==> src/rtl/game_sequencer.sv <==
// Bumpy top-level game flow: menu, level load, play, transition screens,
// plus the lives and level counters and the gameplay reset.
module game_sequencer #(
  parameter int unsigned LIVES_INIT = 3,
  parameter int unsigned NUM_LEVELS = 4,
  parameter int unsigned SCREEN_SEC = 3
) (
  input  logic       clk,
  input  logic       reset,
  input  logic       one_sec,
  input  logic       start_key,
  input  logic       bumpy_died,
  input  logic       level_comp,
  output logic       menu_screen,
  output logic       play_active,
  output logic       died_screen,
  output logic       win_screen,
  output logic       over_screen,
  output logic       victory_screen,
  output logic       play_rst,
  output logic [2:0] lvl,
  output logic [2:0] lives,
  output logic [3:0] sec_left
);

  typedef enum logic [2:0] {
    S_MENU, S_LOAD, S_PLAY, S_DIED, S_WIN, S_OVER, S_VICTORY
  } state_t;

  state_t     state, state_nx;
  logic [3:0] timer;
  logic       start_q;
  logic       start_edge;
  logic       in_screen;
  logic       expire;
  logic [2:0] lvl_nx;
  logic [2:0] lives_nx;

  assign start_edge = start_key & ~start_q;

  // Screen-state qualifiers shared by the timer and the next-state logic.
  always_comb begin
    in_screen = (state == S_DIED) || (state == S_WIN) ||
                (state == S_OVER) || (state == S_VICTORY);
    expire    = in_screen && one_sec && (timer == 4'(SCREEN_SEC - 1));
  end

  // Next-state, level and lives update.
  always_comb begin
    state_nx = state;
    lvl_nx   = lvl;
    lives_nx = lives;
    case (state)
      S_MENU: if (start_edge) begin
        state_nx = S_LOAD;
        lvl_nx   = '0;
        lives_nx = 3'(LIVES_INIT);
      end
      S_LOAD: state_nx = S_PLAY;
      S_PLAY: begin
        if (bumpy_died) begin
          state_nx = S_DIED;
          lives_nx = (lives == '0) ? '0 : lives - 3'd1;
        end else if (level_comp) begin
          state_nx = (lvl == 3'(NUM_LEVELS - 1)) ? S_VICTORY : S_WIN;
        end
      end
      S_DIED: if (expire) state_nx = (lives == '0) ? S_OVER : S_LOAD;
      S_WIN: if (expire) begin
        state_nx = S_LOAD;
        lvl_nx   = lvl + 3'd1;
      end
      S_OVER, S_VICTORY: if (expire) state_nx = S_MENU;
      default: state_nx = S_MENU;
    endcase
  end

  // State, counters, start-key history and screen timer.
  // Any state change clears the timer, which covers both screen entry and expiry.
  always_ff @(posedge clk) begin
    if (reset) begin
      state   <= S_MENU;
      lvl     <= '0;
      lives   <= 3'(LIVES_INIT);
      timer   <= '0;
      start_q <= 1'b1;
    end else begin
      state   <= state_nx;
      lvl     <= lvl_nx;
      lives   <= lives_nx;
      start_q <= start_key;
      if (state_nx != state)
        timer <= '0;
      else if (in_screen && one_sec)
        timer <= timer + 4'd1;
    end
  end

  // Registered one-hot screen selects, loaded from the next state so they track the state register.
  always_ff @(posedge clk) begin
    if (reset) begin
      menu_screen    <= 1'b1;
      play_active    <= 1'b0;
      died_screen    <= 1'b0;
      win_screen     <= 1'b0;
      over_screen    <= 1'b0;
      victory_screen <= 1'b0;
      play_rst       <= 1'b1;
    end else begin
      menu_screen    <= (state_nx == S_MENU);
      play_active    <= (state_nx == S_PLAY);
      died_screen    <= (state_nx == S_DIED);
      win_screen     <= (state_nx == S_WIN);
      over_screen    <= (state_nx == S_OVER);
      victory_screen <= (state_nx == S_VICTORY);
      play_rst       <= (state_nx != S_PLAY);
    end
  end

  // Seconds remaining on a transition screen.
  always_comb begin
    sec_left = '0;
    if (in_screen) sec_left = 4'(SCREEN_SEC) - timer;
  end

endmodule

==> config.mk <==
export PLATFORM = sky130hd
export DESIGN_NAME = game_sequencer
export DESIGN_NICKNAME = d
export VERILOG_FILES = /design/src/rtl/game_sequencer.sv
export SDC_FILE = /design/constraint.sdc
export NUM_CORES = 1
export LEC_CHECK = 0
export CORE_ASPECT_RATIO = 1.25
export CORE_MARGIN = 5
export CORE_UTILIZATION = 53
export CTS_CLUSTER_SIZE = 16
export DETAILED_ROUTE_END_ITERATION = 16
export PLACE_DENSITY_LB_ADDON = 0.3
export SYNTH_ARGS = -nofsm -noshare
export SYNTH_HDL_FRONTEND = slang
export SYNTH_SLANG_ARGS = --single-unit
==> constraint.sdc <==
create_clock -name clk -period 2.54 [get_ports clk]
set_input_delay 0.381 -clock clk [delete_from_list [all_inputs] [get_ports clk]]
set_output_delay 0.381 -clock clk [all_outputs]
set_load 0.1 [all_outputs]
Word level (Yosys, flattened, before mapping)
Index checks and enable logic that the tools add are counted.
{"block": "totals", "ff_bits": 21, "in_bits": 6, "output_inout_bits": 17, "wordCells": 67}
{"block": "classes", "n_addsub": 4, "n_eq_ne": 18, "n_mux": 17, "bitwise": 2, "n_reduce_logical": 14}
{"cell": "2-to-1 mux 3 bit", "count": 12}
{"cell": "equality test 3 bit, second input constant", "count": 6}
{"cell": "one-hot mux 3 bit (6 select lines)", "count": 1}
{"cell": "equality test 3 x 2 -> 1 bit, second input constant", "count": 5}
{"cell": "one-hot mux 3 bit (2 select lines)", "count": 2}
{"cell": "logical NOT 3 bit", "count": 3}
{"cell": "!= test 2 bit, second input constant", "count": 3}
{"cell": "AND reduction 3 bit", "count": 2}
{"cell": "adder 4 x 1 -> 4 bit, second input constant", "count": 1}
{"cell": "equality test 4 x 2 -> 1 bit, second input constant", "count": 1}
{"cell": "2-to-1 mux 4 bit", "count": 1}
{"cell": "nonzero test 2 bit", "count": 2}
{"cell": "OR reduction 2 bit", "count": 2}
{"cell": "subtractor 2 x 4 -> 4 bit, first input constant", "count": 1}
{"cell": "adder 3 x 1 -> 3 bit, second input constant", "count": 1}
{"cell": "equality test 3 x 1 -> 1 bit, second input constant", "count": 1}
{"cell": "logical OR 1 bit", "count": 3}
{"cell": "!= test 3 x 2 -> 1 bit, second input constant", "count": 1}
{"cell": "!= test 3 bit", "count": 1}
{"cell": "subtractor 3 x 1 -> 3 bit, second input constant", "count": 1}
{"cell": "logical AND 1 bit", "count": 2}
{"cell": "2-to-1 mux 2 bit", "count": 1}
{"cell": "bitwise AND 1 bit", "count": 1}
{"cell": "NOT 1 bit", "count": 1}

Longest topological paths before layout
Gate-level depths: netlist of the first run.
{"block": "depth", "depth_word": 10, "ltp_mapped": 6, "depth_no_buf": 6}

Worst setup path before layout of the first run
Ideal clock, no wire load.
{"block": "synth_timing", "path_type": "register to output", "start": "register state[2]", "end": "output sec_left[3]", "t_arrival_ps": 2148, "required_ps": 2159, "path_slack_ps": 11, "path_stages_with_launch": 5, "path_buffers": 1, "cell_sequence": "dfxtp_1 > buf_4 > and3b_1 > nor2_1 > nor2b_1"}
{"block": "synth_via", "elab_chain_cells": 5, "word_cells_on_any_way": 8, "classes_between": "eq/ne (4); mux (1); reduce/logical (3)"}
{"item": "start: declaration", "line_no": "30", "rtl": "state_t state, state_nx;"}
{"item": "start signal: assignment", "line_no": "88", "rtl": "state <= state_nx;"}
{"item": "equality test 3 x 2 -> 1 bit or equality test 3 bit (tied branches)", "line_no": "43", "rtl": "in_screen = (state == S_DIED) || (state == S_WIN) ||"}
{"item": "logical OR 1 bit (2 in a row)", "line_no": "43"}
{"item": "logical OR 1 bit *", "line_no": "44", "rtl": "(state == S_OVER) || (state == S_VICTORY);"}
{"item": "2-to-1 mux 4 bit *", "line_no": "123", "rtl": "if (in_screen) sec_left = 4'(SCREEN_SEC) - timer;"}
{"item": "end: declaration", "line_no": "23", "rtl": "output logic [3:0] sec_left"}
Mark *: on every way between the ends. The rest lies on a longest branch, timed or not.

Worst setup path after layout of the first run
Same ends and word-level chain as after synthesis.

==> results_dict.tcl, run 1 <==
set metrics [dict create \
    status "finished clean" \
    detail_route.vias_per_cell 5.66 \
    dr_total_vias 923 \
    post_cts_hold_buffer_count 0 \
    die_h_um 60.7 \
    start_util_pct 55.0 \
    pre_cts_ws_ps 502 \
    ant_nets 0 \
    critical_path_peak_fanout 11 \
    seqCellArea_um2 420 \
    drt_first_iter_violations 31 \
    drc_errors 0 \
    min-delay-path-class "reg -> reg" \
    syn-num-nets 133 \
    maxSlewHeadroom_pct 68.5 \
    postSynth.topFlopCell "sky130_fd_sc_hd__dfxtp_1" \
    final-hold-violation-count 0 \
    grt_pass1_wl_um 3960 \
    leakage_nw 0.512 \
    post-cts-setup-buffers 0 \
    number_of_global_route_vias_before_repair 948 \
    place_inst 159 \
    clock_sink_count 21 \
    grt_start_max_net_pins 16 \
    layout.filler_cells 168 \
    drt_pre_antenna_iters 4 \
    htree_levels 1 \
    fin_crit_sh_pct 90.9 \
    grt_setup_unrepaired "false" \
    clkTransAtPathRegs_ps 120 \
    gpl.final_weighted_congestion 0.841 \
    synth_top_area_cell "sky130_fd_sc_hd__dfxtp_1" \
    number_of_enable_flip_flop_cells_after_synthesis 0 \
    required_ps 2160 \
    regToRegSetupSlack_ps 730 \
    fp.dieW_um 50.6 \
    design.portCount 23 \
    worstSetupStartpointType "flip-flop" \
    finalWirelength_um 2230 \
    worst_skew_late_latency_ps 320 \
    n_antenna_cell 0 \
    postSynthRegisterBits 21 \
    cts-buffers-inserted 3 \
    multiInputGateArea_um2 612 \
    crit_path_max_incr_delay_ps 630 \
    tightest_slew_ps 471 \
    timing.critical_path.arrival_ps 1930 \
    yosysTopAreaCellShare_pct 38.6 \
    grt_overflow_total 0 \
    floorplan.die_area_um2 3070 \
    hpwl_um 1720 \
    cell_row_count 18 \
    finish.cell_count_without_fillers 163 \
    wire_per_inst_um 13.7 \
    worstPathCellList "a21boi_1, nor2_1, nor2b_1, buf_12" \
    synth_area_um2 1090 \
    cap_viol_max_count 0 \
    final.setup_skew_ps 10.4 \
    cts_tree "built" \
    core_area_um2 1980 \
    setup.worst_path.end_class "output port" \
    setup_viol_count_final 0 \
    post_route_cells_drive_above_1_share_pct 19.6 \
    grt_util_all_layers_pct 17.0 \
    postSynth.asyncResetShare_pct 0 \
    setup_slack_ps 231 \
    worst_path_max_delay_cell "sky130_fd_sc_hd__dfxtp_1" \
    slew_viol_final 0 \
    netlist_instances 120 \
    clockBufferDepth 2 \
    power_per_cell_area_nw_per_um2 499 \
    tns_ps 0 \
    ir_worst_vdd_mv 0.329 \
    post_cts_resized 0 \
    nNetsFinal 157 \
    synth_sequential_area_ratio_pct 38.6 \
    achievable_frequency_mhz 433 \
    portBuffers 22 \
    clock_tree.root_cell "sky130_fd_sc_hd__clkbuf_4" \
    ys.warnings.count 0 \
    setup.worst_path.class "reg -> out" \
    synth.lib_cells_used.distinct 43 \
    finalCriticalPeriod_ps 2310 \
    syn-mean-instance-area_um2 9.08 \
    synth_top_cells_by_area "sky130_fd_sc_hd__dfxtp_1 39%, sky130_fd_sc_hd__ha_1 8.0%, sky130_fd_sc_hd__nor2_1 5.2%, sky130_fd_sc_hd__xnor2_1 3.2%, sky130_fd_sc_hd__a21oi_1 2.8%" \
    antenna_found_initial 0 \
    area.growth.synth_to_final_pct 23.9 \
]
## per-stage QoR
step	total power [mW]	area [µm²]	utilization [%]	hold slack, ps
after floorplan	0.477	1090	-	458
after global placement	0.513	1320	66.7	454
after detailed placement	0.515	1320	66.7	464
after CTS	0.679	1350	68.1	482
after global routing	0.711	1350	68.1	518
final	0.673	1350	68.1	480
## sequential cells by signal, summed over array words and instances (netlist names), 3 cells and up
signal / count
lives: 3
timer: 4
state: 3
lvl: 3
## per-layer routing
layer	share of wire, %	track usage, %	vias to the layer above
met5	0	0	-
met4	2.7	12.4	0
met3	5.1	4.18	7
met2	51	29.6	21
met1	41	17.5	423
li1	-	-	472
## cells in the final DEF (no fill, tap or decap), types with 2 or more instances in the layout
| cell type | count |
|---|---|
| sky130_fd_sc_hd__clkdlybuf4s50_1 | 5 |
| sky130_fd_sc_hd__dfxtp_1 | 21 |
| sky130_fd_sc_hd__nand2_1 | 6 |
| sky130_fd_sc_hd__buf_12 | 4 |
| sky130_fd_sc_hd__mux2i_1 | 2 |
| sky130_fd_sc_hd__o211ai_1 | 2 |
| sky130_fd_sc_hd__nor3b_1 | 2 |
| sky130_fd_sc_hd__ha_1 | 7 |
| sky130_fd_sc_hd__nand2b_1 | 2 |
| sky130_fd_sc_hd__xnor2_1 | 4 |
| sky130_fd_sc_hd__clkbuf_4 | 3 |
| sky130_fd_sc_hd__a31oi_1 | 2 |
| sky130_fd_sc_hd__or3_1 | 3 |
| sky130_fd_sc_hd__nor3_1 | 2 |
| sky130_fd_sc_hd__buf_4 | 14 |
| sky130_fd_sc_hd__nand4_1 | 2 |
| sky130_fd_sc_hd__and4_1 | 2 |
| sky130_fd_sc_hd__inv_1 | 8 |
| sky130_fd_sc_hd__a21oi_1 | 6 |
| sky130_fd_sc_hd__nor2b_1 | 2 |
| sky130_fd_sc_hd__o21ai_0 | 2 |
| sky130_fd_sc_hd__nor2_1 | 15 |
| sky130_fd_sc_hd__o21ai_1 | 2 |
| sky130_fd_sc_hd__and3_1 | 2 |
| sky130_fd_sc_hd__nand3_1 | 3 |
| sky130_fd_sc_hd__or2_2 | 2 |
## synthesized netlist by cell type (all sizes together) (3+ instances only)
cell and count:
a21oi 7, a31oi 3, buf 3, dfxtp 21, ha 7, inv 8, nand2 6, nand3 3
nor2 15, o21ai 4, or3 3, xnor2 4
## power breakdown
part | switching (mW) | leakage, nW | total [mW] | internal (mW)
Combinational | 0.104 | 0.324 | 0.153 | 0.0492
Sequential | 0.0137 | 0.170 | 0.354 | 0.340
Clock | 0.107 | 0.0177 | 0.166 | 0.0590
## logic make-up after synthesis
family	after synthesis	share of synthesized area [%]
flip-flops	21	38.6
AO/OA/AOI/OAI	24	17.0
buffers and inverters	12	5.28
multiplexers	2	1.84
XOR/XNOR	4	3.21
adder cells (fa/ha/maj)	7	8.04
AND/OR/NAND/NOR	50	26.1
## area by class of cell
class	count	share of cell area, %
clock buffers	3	1.67
clock inverters	1	0.371
inverters	8	2.22
multi-input cells	87	45.3
flip-flops and latches	21	31.1
well taps	20	1.85
repair buffers	23	17.4
## worst paths after layout
kind                                from           to  cells after the start
worst max-delay path            state[2]  sec_left[3]                      4
worst min register to register    lvl[2]       lvl[2]                      2
worst max register to register  state[2]     timer[3]                      4
worst min-delay path              lvl[2]       lvl[2]                      2
## critical path: cells and delay by family, from the launching register on
kind | cells | cell delay (ps)
AO/OA/AOI/OAI | 1 | 390
buffers and inverters | 1 | 210
AND/OR/NAND/NOR | 2 | 380
flip-flops | 1 | 630
(Power assumes the default switching activity.)
==> inputs of run 2 (changes only) <==
- CELL_PAD_IN_SITES_DETAIL_PLACEMENT: unset -> 2
- CELL_PAD_IN_SITES_GLOBAL_PLACEMENT: unset -> 2
- CORE_UTILIZATION: 53 -> 32
==> run 2 against run 1 <==
Effect of this change: non-clock buffer count stayed put; register-to-register slack worse by 90 ps; combinational power is 4% higher; count of clock-buffer cells in the layout stayed put; largest power group unchanged; highest routed layer unchanged.
==> results_dict.tcl, run 2 (synthesized netlist as in run 1, its figures left out) <==
set metrics [dict create \
    status "finished clean" \
    min-delay-path-class "reg -> reg" \
    clock_tree.root_cell "sky130_fd_sc_hd__clkbuf_8" \
    ir_worst_vdd_mv 0.255 \
    cts_tree "built" \
    wire_per_inst_um 16.9 \
    clockBufferDepth 2 \
    finalWirelength_um 3040 \
    n_antenna_cell 0 \
    post_cts_resized 0 \
    layout.filler_cells 359 \
    drc_errors 0 \
    hpwl_um 2350 \
    core_area_um2 3250 \
    post-cts-setup-buffers 0 \
    htree_levels 1 \
    clkTransAtPathRegs_ps 80 \
    antenna_found_initial 0 \
    required_ps 2160 \
    setup.worst_path.class "reg -> out" \
    portBuffers 22 \
    post_cts_hold_buffer_count 0 \
    dr_total_vias 951 \
    reg2reg_to "win_screen" \
    layout.cells.most_common_list "21 x sky130_fd_sc_hd__dfxtp_1, 15 x sky130_fd_sc_hd__nor2_1, 14 x sky130_fd_sc_hd__buf_4, 8 x sky130_fd_sc_hd__inv_1, 7 x sky130_fd_sc_hd__ha_1" \
    nNetsFinal 157 \
    post_route_cells_drive_above_1_share_pct 19.6 \
    grt_setup_unrepaired "false" \
    whs_endpoint "lvl[2]" \
    largest_register "timer" \
    crit-reg2reg-launch "state[2]" \
    final-hold-violation-count 0 \
    cap_viol_max_count 0 \
    detail_route.vias_per_cell 5.28 \
    maxSlewHeadroom_pct 65.6 \
    worstHoldStart "lvl[2]" \
    final.setup_skew_ps 5.06 \
    number_of_global_route_vias_before_repair 1055 \
    setup.worst_path.start "state[2]" \
    area.growth.synth_to_final_pct 27.6 \
    total_power_after_layout_mw 0.740 \
    fp.dieW_um 62.2 \
    tns_ps 0 \
    worst_skew_late_latency_ps 270 \
    ant_nets 0 \
    critical_path_peak_fanout 11 \
    start_util_pct 33.5 \
    clock_sink_count 21 \
    grt_pass1_wl_um 5260 \
    worstSetupStartpointType "flip-flop" \
    cell_row_count 23 \
    tightest_slew_ps 514 \
    drt_pre_antenna_iters 4 \
    setup_viol_count_final 0 \
    setup.worst_path.end_class "output port" \
    drt_first_iter_violations 17 \
    floorplan.die_area_um2 4680 \
    slew_viol_final 0 \
    regToRegSetupSlack_ps 640 \
    final.hold.worst_slack_ps 477 \
    finalCriticalPeriod_ps 2330 \
    grt_start_max_net_pins 15 \
    fin_crit_sh_pct 91.6 \
    cts-buffers-inserted 3 \
    largest_reg_flops 4 \
    grt_overflow_total 0 \
    gpl.final_weighted_congestion 0.745 \
    power_per_cell_area_nw_per_um2 532 \
    achievable_frequency_mhz 430 \
    layout_commonest_cell "sky130_fd_sc_hd__dfxtp_1" \
    grt_util_all_layers_pct 14.0 \
    die_h_um 75.2 \
    leakage_nw 0.520 \
    reg2reg_depth 4 \
    design.portCount 23 \
    timing.critical_path.arrival_ps 1950 \
    hold-path-cell-count 2 \
]
==> run 2: cell count changes in the layout (fill, tap and decap cells not counted) <==
cell / change
sky130_fd_sc_hd__clkbuf_4: -3
sky130_fd_sc_hd__clkbuf_8: +3
==> run 2: layer usage <==
layer | GRT usage, % | share of wire, % | vias up
li1 | - | - | 466
met1 | 15.2 | 41 | 465
met2 | 26.7 | 54 | 15
met3 | 2.69 | 2.6 | 5
met4 | 6.02 | 1.6 | 0
met5 | 0 | 0 | -
==> run 2: area by class of cell <==
type / instances / area [µm²] / share of cell area (%)
clock buffer: 3 / 41.3 / 2.97
clock inverter: 1 / 5.00 / 0.360
inverter: 8 / 30.0 / 2.16
multi-input combinational: 87 / 612 / 44.0
sequential: 21 / 420 / 30.2
tap: 37 / 46.3 / 3.33
timing repair buffer: 23 / 235 / 16.9
==> run 2: worst max path at each step <==
stage,to,cells past startpoint
after floorplan,sec_left[3],4
after global placement,lives[1],5
after detailed placement,win_screen,5
after CTS,sec_left[0],4
after global routing,sec_left[0],4
final,sec_left[0],4
==> run 2: worst max-delay path, cell delays in order (launching register included) <==
cell and delay (ps):
sky130_fd_sc_hd__dfxtp_1 650, sky130_fd_sc_hd__a21boi_1 420, sky130_fd_sc_hd__nor2_1 170, sky130_fd_sc_hd__nor2_1 230
sky130_fd_sc_hd__buf_12 210
==> run 2: power by group <==
group          internal [mW]  total, mW  switching, mW
sequential             0.340      0.354         0.0139
clock                  0.110      0.227          0.118
combinational         0.0493      0.159          0.110
total                  0.499      0.740          0.241
==> run 2: stage by stage <==
| step | worst slack (ps) | area, µm² | std cells | util, % |
|---|---|---|---|---|
| 3_3_place_gp | 487 | 1340 | 176 | 41.3 |
| 4_1_cts | 188 | 1390 | 180 | 42.7 |
| 5_1_grt | 23.6 | 1390 | 180 | 42.7 |
| 6_report | 213 | 1390 | 180 | 42.7 |
| 2_1_floorplan | 10.7 | 1090 | 120 | - |
| 3_5_place_dp | 436 | 1340 | 176 | 41.3 |
==> inputs of run 3 (changes only) <==
--- a/config.mk
+++ b/config.mk
@@ -13,4 +13,5 @@
 export CTS_CLUSTER_SIZE = 16
 export DETAILED_ROUTE_END_ITERATION = 16
+export GPL_ROUTABILITY_DRIVEN = 0
 export PLACE_DENSITY_LB_ADDON = 0.3
 export SYNTH_ARGS = -nofsm -noshare
==> constraint.sdc (replaced) <==
create_clock -name clk -period 2.54 [get_ports clk]
set_input_delay 0.381 -clock clk [delete_from_list [all_inputs] [get_ports clk]]
set_output_delay 0.381 -clock clk [all_outputs]
set_load 0.005 [all_outputs]
==> run 3 against run 2 <==
Effect of this change: sequential cell count is the same; clock power shrank 2%; utilization grew 0.23 points; worst setup slack gained 57 ps; sequential power shrank 1%; clock skew shrank 4.3 ps; non-clock buffer count grew 2; fmax grew 2.5%; via count grew 3.0%.
==> results_dict.tcl, run 3 (synthesized netlist as in run 1, its figures left out) <==
set metrics [dict create \
    worst_skew_late_latency_ps 260 \
    clkTransAtPathRegs_ps 80 \
    clock_sink_count 21 \
    clockBufferDepth 2 \
    post_cts_hold_buffer_count 0 \
    setup_viol_count_final 0 \
    power_per_cell_area_nw_per_um2 484 \
    grtUsageMet2_pct 26.8 \
    finalWirelength_um 3050 \
    largest_reg_flops 4 \
    status "finished clean" \
    ant_nets 0 \
    most_used_layer_global_route "met2" \
    grt.met3_usage_pct 2.69 \
    htree_levels 1 \
    drt_pre_antenna_iters 2 \
    achievable_frequency_mhz 441 \
    ir_worst_vdd_mv 0.242 \
    fp.dieW_um 62.2 \
    portBuffers 22 \
    post_route_cells_drive_above_1_share_pct 8.97 \
    layout.cells.most_common_list "22 x sky130_fd_sc_hd__clkdlybuf4s50_1, 21 x sky130_fd_sc_hd__dfxtp_1, 15 x sky130_fd_sc_hd__nor2_1, 8 x sky130_fd_sc_hd__inv_1, 7 x sky130_fd_sc_hd__ha_1" \
    maxSlewHeadroom_pct 71.4 \
    largest_register "timer" \
    worstSetupStartpointType "flip-flop" \
    worstPathCellList "a21boi_1, nor2_1, nor2_1, clkdlybuf4s50_1" \
    cts_tree "built" \
    grt_util_all_layers_pct 13.6 \
    final-hold-violation-count 0 \
    cts-buffers-inserted 3 \
    tightest_slew_ps 426 \
    required_ps 2160 \
    grt_pass1_wl_um 5110 \
    finish.cell_count_without_fillers 182 \
    final.setup_skew_ps 0.777 \
    post-cts-setup-buffers 0 \
    die_h_um 75.2 \
    floorplan.die_area_um2 4680 \
    grt_overflow_total 0 \
    design.portCount 23 \
    dr_total_vias 980 \
    grt_setup_unrepaired "false" \
    post_cts_resized 0 \
    hpwl_um 2460 \
    start_util_pct 33.5 \
    critical-path-top-cell-by-count "sky130_fd_sc_hd__nor2_1" \
    detail_route.vias_per_cell 5.38 \
    antenna_found_initial 0 \
    cell_row_count 23 \
    worst_path_max_delay_cell "sky130_fd_sc_hd__clkdlybuf4s50_1" \
    timing.critical_path.arrival_ps 1890 \
    grt_start_max_net_pins 15 \
    tns_ps 0 \
    n_antenna_cell 0 \
    layout_commonest_cell "sky130_fd_sc_hd__clkdlybuf4s50_1" \
    cap_viol_max_count 0 \
    setup.worst_path.class "reg -> out" \
    nNetsFinal 159 \
    min-delay-path-class "reg -> reg" \
    setup.worst_path.end_class "output port" \
    area.growth.synth_to_final_pct 28.2 \
    clock_tree.root_cell "sky130_fd_sc_hd__clkbuf_8" \
    wire_per_inst_um 16.7 \
    place_inst 178 \
    core_area_um2 3250 \
    number_of_global_route_vias_before_repair 1002 \
    drc_errors 0 \
    critical_path_peak_fanout 10 \
    crit_path_max_incr_delay_ps 530 \
    fin_crit_sh_pct 89.4 \
    grt_util_met1_pct 14.5 \
    finalCriticalPeriod_ps 2270 \
    slew_viol_final 0 \
    drt_first_iter_violations 11 \
    leakage_nw 0.493 \
]
==> run 3: cell count changes in the layout (fill, tap and decap cells not counted), sizes merged <==
cell / previous run / this run
buf: 18 / 3
clkdlybuf4s50: 5 / 22
==> run 3: final timing paths <==
kind                 start           to  slack, ps  depth (start not counted)
setup / recovery  state[0]  sec_left[1]        270                          4
hold / removal      lvl[1]       lvl[1]        480                          2
setup reg to reg  timer[1]   win_screen        760                          5
hold reg to reg     lvl[1]       lvl[1]        480                          2
==> run 3: worst max-delay path: cells and delay by family, from the launching register on <==
kind,cells,cell delay [ps]
buf+inv,1,530
flops,1,420
compound gates,1,380
simple gates,2,290
==> run 3: cell type report <==
class                           count  area, µm²
Timing Repair Buffer               25        243
Inverter                            8       30.0
Sequential cell                    21        420
Clock inverter                      1       5.00
Tap cell                           37       46.3
Clock buffer                        3       41.3
Fill cell                         373       1850
Multi-Input combinational cell     87        612
==> run 3: per-stage QoR <==
| step | setup WS [ps] | power, mW | cell area (µm²) | hold WS (ps) | util (%) |
|---|---|---|---|---|---|
| 2_1_floorplan | 1020 | 0.417 | 1090 | 458 | - |
| 3_3_place_gp | 543 | 0.459 | 1350 | 456 | 41.6 |
| 3_5_place_dp | 490 | 0.462 | 1350 | 478 | 41.6 |
| 4_1_cts | 210 | 0.689 | 1400 | 489 | 43.0 |
| 5_1_grt | 115 | 0.710 | 1400 | 516 | 43.0 |
| 6_report | 270 | 0.676 | 1400 | 480 | 43.0 |
==> run 3: routing by layer <==
layer	up-vias	part of all wire (%)
li1	472	-
met1	488	41
met2	15	54
met3	5	3.5
met4	0	1.2
met5	-	0
==> run 3: report_power, final <==
group / switching (mW) / leakage, nW / internal [mW]
clock: 0.113 / 0.0255 / 0.109
sequential: 0.00891 / 0.170 / 0.340
combinational: 0.0533 / 0.298 / 0.0516
